**src/rtl/cpu_defs.sv**
```systemverilog
// Shared CPU definitions: divider state encoding, default datapath width and
// the fixed divide latency seen by the pipeline stall logic.
package cpu_defs;

  typedef enum logic [1:0] {
    S_IDLE = 2'd0,
    S_CALC = 2'd1,
    S_FIX  = 2'd2,
    S_DONE = 2'd3
  } div_state_e;

  localparam int DIV_DATA_W = 32;
  localparam int DIV_LAT    = DIV_DATA_W + 2;

endpackage

```
**src/rtl/div_unit.sv**
```systemverilog
// Multi-cycle restoring divider for DIV/DIVU; remainder goes to HI and the
// quotient to LO, with a fixed DATA_W+2 cycle latency from acceptance to done.
//
// state  | meaning
// IDLE   | waiting for div_start; operands latched on acceptance
// CALC   | one shift-subtract quotient bit per cycle, MSB first
// FIX    | sign correction / divide-by-zero result, outputs registered
// DONE   | div_done pulse, results valid
module div_unit
  import cpu_defs::*;
#(
  parameter int DATA_W = DIV_DATA_W,
  parameter int CNT_W  = 5
) (
  input  logic              clk,
  input  logic              resetn,
  input  logic              div_start,
  input  logic              div_signed,
  input  logic [DATA_W-1:0] div_src1,
  input  logic [DATA_W-1:0] div_src2,
  output logic              div_busy,
  output logic              div_done,
  output logic [DATA_W-1:0] div_hi,
  output logic [DATA_W-1:0] div_lo,
  output logic              div_by_zero
);

  div_state_e        state_q;
  logic [CNT_W-1:0]  cnt_q;
  logic [DATA_W-1:0] src1_q;
  logic [DATA_W-1:0] dvs_q;
  logic [DATA_W-1:0] quo_q;
  logic [DATA_W:0]   rem_q;
  logic              neg1_q;
  logic              neg2_q;
  logic              busy_q;
  logic              done_q;
  logic              dbz_q;
  logic [DATA_W-1:0] hi_q;
  logic [DATA_W-1:0] lo_q;

  logic              src1_neg;
  logic              src2_neg;
  logic [DATA_W-1:0] src1_mag;
  logic [DATA_W-1:0] src2_mag;
  logic [DATA_W:0]   shift_rem;
  logic [DATA_W+1:0] trial;
  logic [DATA_W:0]   rem_d;
  logic [DATA_W-1:0] quo_d;
  logic [DATA_W-1:0] quo_fix;
  logic [DATA_W-1:0] rem_fix;

  always_comb begin
    src1_neg  = div_signed & div_src1[DATA_W-1];
    src2_neg  = div_signed & div_src2[DATA_W-1];
    // The most negative value negates to itself, which is its correct magnitude.
    src1_mag  = src1_neg ? (~div_src1 + DATA_W'(1)) : div_src1;
    src2_mag  = src2_neg ? (~div_src2 + DATA_W'(1)) : div_src2;

    shift_rem = {rem_q[DATA_W-1:0], quo_q[DATA_W-1]};
    trial     = {1'b0, shift_rem} - {2'b00, dvs_q};
    if (trial[DATA_W+1]) begin
      rem_d = shift_rem;
      quo_d = {quo_q[DATA_W-2:0], 1'b0};
    end else begin
      rem_d = trial[DATA_W:0];
      quo_d = {quo_q[DATA_W-2:0], 1'b1};
    end

    quo_fix = (neg1_q ^ neg2_q) ? (~quo_q + DATA_W'(1)) : quo_q;
    rem_fix = neg1_q ? (~rem_q[DATA_W-1:0] + DATA_W'(1)) : rem_q[DATA_W-1:0];
  end

  always_ff @(posedge clk) begin
    if (!resetn) begin
      state_q <= S_IDLE;
      cnt_q   <= '0;
      src1_q  <= '0;
      dvs_q   <= '0;
      quo_q   <= '0;
      rem_q   <= '0;
      neg1_q  <= 1'b0;
      neg2_q  <= 1'b0;
      busy_q  <= 1'b0;
      done_q  <= 1'b0;
      dbz_q   <= 1'b0;
      hi_q    <= '0;
      lo_q    <= '0;
    end else begin
      done_q <= 1'b0;
      case (state_q)
        S_IDLE: begin
          if (div_start) begin
            src1_q  <= div_src1;
            dvs_q   <= src2_mag;
            quo_q   <= src1_mag;
            rem_q   <= '0;
            neg1_q  <= src1_neg;
            neg2_q  <= src2_neg;
            cnt_q   <= CNT_W'(DATA_W - 1);
            busy_q  <= 1'b1;
            state_q <= S_CALC;
          end
        end
        S_CALC: begin
          rem_q <= rem_d;
          quo_q <= quo_d;
          if (cnt_q == '0) begin
            state_q <= S_FIX;
          end else begin
            cnt_q <= cnt_q - CNT_W'(1);
          end
        end
        S_FIX: begin
          // A zero divisor reports the raw dividend rather than a corrected remainder.
          if (dvs_q == '0) begin
            hi_q  <= src1_q;
            lo_q  <= '1;
            dbz_q <= 1'b1;
          end else begin
            hi_q  <= rem_fix;
            lo_q  <= quo_fix;
            dbz_q <= 1'b0;
          end
          done_q  <= 1'b1;
          state_q <= S_DONE;
        end
        S_DONE: begin
          busy_q  <= 1'b0;
          state_q <= S_IDLE;
        end
        default: state_q <= S_IDLE;
      endcase
    end
  end

  assign div_busy    = busy_q;
  assign div_done    = done_q;
  assign div_hi      = hi_q;
  assign div_lo      = lo_q;
  assign div_by_zero = dbz_q;

endmodule

```
**config.mk**
```make
export PLATFORM = sky130hd
export DESIGN_NAME = div_unit
export DESIGN_NICKNAME = d
export VERILOG_FILES = /design/src/rtl/cpu_defs.sv /design/src/rtl/div_unit.sv
export SDC_FILE = /design/constraint.sdc
export NUM_CORES = 1
export LEC_CHECK = 0
export ABC_AREA = 1
export CORE_MARGIN = 4
export CORE_UTILIZATION = 50
export DETAILED_ROUTE_END_ITERATION = 7
export PLACE_DENSITY = 0.75
export SKIP_CTS_REPAIR_TIMING = 1
export SLEW_MARGIN = 20
export SYNTH_ARGS = -nofsm -noshare
export SYNTH_HDL_FRONTEND = slang
export SYNTH_SLANG_ARGS = --single-unit
```
**constraint.sdc**
```tcl
create_clock -name clk -period 2.75 [get_ports clk]
set_input_delay 0.275 -clock clk [delete_from_list [all_inputs] [get_ports clk]]
set_output_delay 0.275 -clock clk [all_outputs]
set_load 0.01 [all_outputs]
```
==> parameters.txt <==
Parameter                              Value

Die
  Die Height    177 µm
  Placeable core region    roughly 0.028 mm²
  Num rows    61
  I/O Pins    about 140
  Die outline area    0.0313 mm²
  Initial core utilization    between 50% and 60%
  Horizontal extent of the die    177 µm

Synth
  Sequential cell area fraction in the yosys report    roughly 29%
  Most frequently used cell type in the post-synthesis netlist    nand2_1
  Fraction of registers with async set or reset after synthesis    0%
  Top cells by area, synth    dfxtp_1 (29%), nand2_1 (17%), inv_1 (8.2%), nand3_1 (7.8%), a21oi_1 (6.6%)
  Synthesized Nets    2443
  Cell Area, Synth    roughly 0.014 mm²
  Area share of the largest cell type after synthesis    between 20 and 30%
  Leading area contributor after synthesis    dfxtp_1
  Synth Warn #    0
  Number of instances in the synthesized netlist    2332
  Commonest cells post-synth    nand2_1 (648), inv_1 (312), nand3_1 (223)
  Leading register cell type out of synthesis    dfxtp_1
  Netlist cell types    49
  Number of storage elements in the synthesis netlist    204
  Count of flip-flops with a built-in enable after synthesis    0
  Syn avg cell area    6.11 µm²

STA
  Tmin final    roughly 2.4 ns
  Maximum clock skew at final layout    0.0128 ns
  Max Fclk    414 MHz
  Setup TNS after final layout    0 ns
  Hold violation count in the final report    0
  Fin crit share    87.8%
  Total count of max-transition violations in the final report    0
  Actual transition at the worst max-transition pin    between 0.6 and 0.7 ns
  Worst max-slew margin expressed relative to the limit    a little under three fifths
  Setup violations, final    0
  Setup repair after global routing missed its margin    false

Worst setup path
  Data arrival time of the critical path    2.82 ns
  Most numerous cell on the critical path    nand2_1
  Crit path kind    flop to flop
  Crit-path cells    inv_1 -> ha_1 -> fa_1 -> inv_1 -> nand3_1 -> nand3_2 -> nand2_1 -> nand2_1 -> nand2_1 -> nand2_1 -> nand2_1 -> nand3_1 -> nand3_1 -> nand2_1 -> a21oi_1
  Kind of cell adding the most delay to the critical path    simple AND/OR/NAND/NOR gates
  Worst endpoint required time    3.15 ns
  Highest fanout seen on the critical path    4
  Worst path bufs/invs    2
  Worst-case register-to-register setup slack    ~0.34 ns
  Crit path launch type    flop
  Standard cell with the maximum stage delay on the critical path    fa_1
  Longest individual stage delay on the worst path    about 0.40 ns
  Kind of capture point of the worst setup path    flop

Layout
  Fillcell total    2705
  Fraction of layout instances using a drive strength above 1    6.43%
  Number of diodes    0
  Count of placed standard cells in the final layout, fillers left out    2836
  Fin nets    2552
  P&R area growth vs syn    18.8%

Drt
  First drt pass iteration count    5
  Number of violations reported at the end of detailed-routing iteration 0    between 1000 and 1500
  Total detailed-routing wirelength    47200 µm
  Wire length per cell    16.7 µm
  Post-route DRC    0
  Routed Antenna Nets    0
  Total number of vias    15500
  Average via count per standard cell    approximately 5.5

Clock network
  Sinks on the clock net    204
  Clock Path Buffers    3
  Clock H-tree levels    1
  TritonCTS clock tree    yes
  Total CTS buffers    25
  Post-CTS clock slew at the launch and capture registers of the worst setup and hold paths    0.06 ns
  Later-pin clock latency in the skew report    between 0.5 and 0.6 ns
  Root Buffer    clkbuf_16

Global route
  First-pass GRT wire length    roughly 76000 µm
  Antenna violations before repair    0
  Pin count of the biggest net entering global routing    roughly 120
  Global Route Usage Sum    29.7%
  Global route total overflow    0
  Via count of the first global-routing pass    14700

Pwr
  Static Leakage    about 8 nW
  Power density of the placed cells    slightly below 1000 mW/mm²
  Worst IR drop on VDD    0.599 mV

Placement
  Half-perimeter wire length of the detailed placement result    36600 µm
  Routability congestion estimate    slightly below 1
  Number of cells after detailed placement    2792
  PortBufs    134

Run
  Number of max-capacitance violations reported    0

Hold path
  Type of the worst min-delay path    primary input to flop

Outcome
  Result of the run    finished clean
[registers in the layout (all words and copies together), names as in the netlist, 2 cells and up]
register and count:
div_hi 32, dvs_q 32, cnt_q 5, quo_q 32, div_lo 32, rem_q 32
src1_q 32, state_q 2
[layer usage]
metal	vias to the layer above	track usage (%)	part of all wire, %
met5	-	0	0
met4	0	12.3	4.6
met3	110	3.38	6.6
met2	568	48.5	45
met1	7062	39.9	44
li1	7742	-	-
[worst reg2reg max path, cell delays in order (launching register included)]
cell and delay [ns]:
dfxtp_1 0.35, inv_1 0.11, ha_1 0.23, fa_1 0.40
inv_1 0.11, nand3_1 0.09, nand3_2 0.13, nand2_1 0.06
nand2_1 0.13, nand2_1 0.07, nand2_1 0.11, nand2_1 0.12
nand3_1 0.11, nand3_1 0.13, nand2_1 0.10, a21oi_1 0.06
[layout by cell type (no fill, tap or decap), types with 6 or more instances in the layout]
cell type,n
nor2_2,8
nand4_1,33
buf_4,43
dfxtp_1,204
nor4_1,12
nand2_2,8
o21ai_0,177
a31oi_1,11
nand3_2,12
nand2_1,648
xor2_1,41
nor2_1,167
nand3b_1,8
a21oi_1,188
clkdlybuf4s50_1,133
o21ai_1,13
inv_2,10
nand3_1,222
xnor2_1,22
clkbuf_16,25
or2_2,9
o31ai_1,6
nor3_1,23
o211ai_1,15
ha_1,41
inv_1,312
[cell families (layout without fill, tap and decap cells)]
group / count (synthesis) / after routing / synth area share (%)
fa+ha+maj: 43 / 43 / 3.83
flops: 204 / 204 / 28.7
buf+inv: 425 / 551 / 11.8
simple gates: 1166 / 1166 / 35.7
xor+xnor: 63 / 63 / 3.87
compound gates: 431 / 431 / 16.2
[power breakdown]
part	internal, mW	leakage [nW]	switching, mW
Clock	2.26	0.439	1.32
Sequential	3.77	1.67	0.747
Combinational	2.91	6.07	5.35
[final timing paths]
kind                                              from                endpoint  cells after the start
worst min register to register   cnt_q[0]$_SDFFE_PN0P_   cnt_q[0]$_SDFFE_PN0P_                      2
worst max-delay path            quo_q[31]$_SDFFE_PN0P_  rem_q[28]$_SDFFE_PN0P_                     15
worst min-delay path                            resetn  div_hi[1]$_SDFFE_PN0P_                      3
worst max register to register  quo_q[31]$_SDFFE_PN0P_  rem_q[28]$_SDFFE_PN0P_                     15
[through the flow]
step	util (%)	cell area, µm²	setup WS [ns]	power (mW)	hold slack [ns]
floorplan	-	14200	0.763	10.2	0.417
global placement	57.4	16000	0.372	12.6	0.453
detailed placement	57.4	16000	0.262	12.7	0.461
CTS	60.6	16900	0.303	16.3	0.146
global route	60.6	16900	0.0611	17.6	0.181
finish	60.6	16900	0.336	16.4	0.166
[final cells by class]
class | instances | area, µm² | share of cell area [%]
Timing Repair Buffer | 181 | 1750 | 10.4
Inverter | 326 | 1220 | 7.23
Tap cell | 378 | 473 | 2.79
Multi-Input combinational cell | 1703 | 8500 | 50.2
Clock inverter | 11 | 186 | 1.10
Clock buffer | 33 | 706 | 4.17
Sequential cell | 204 | 4080 | 24.1
(Power assumes the default switching activity.)
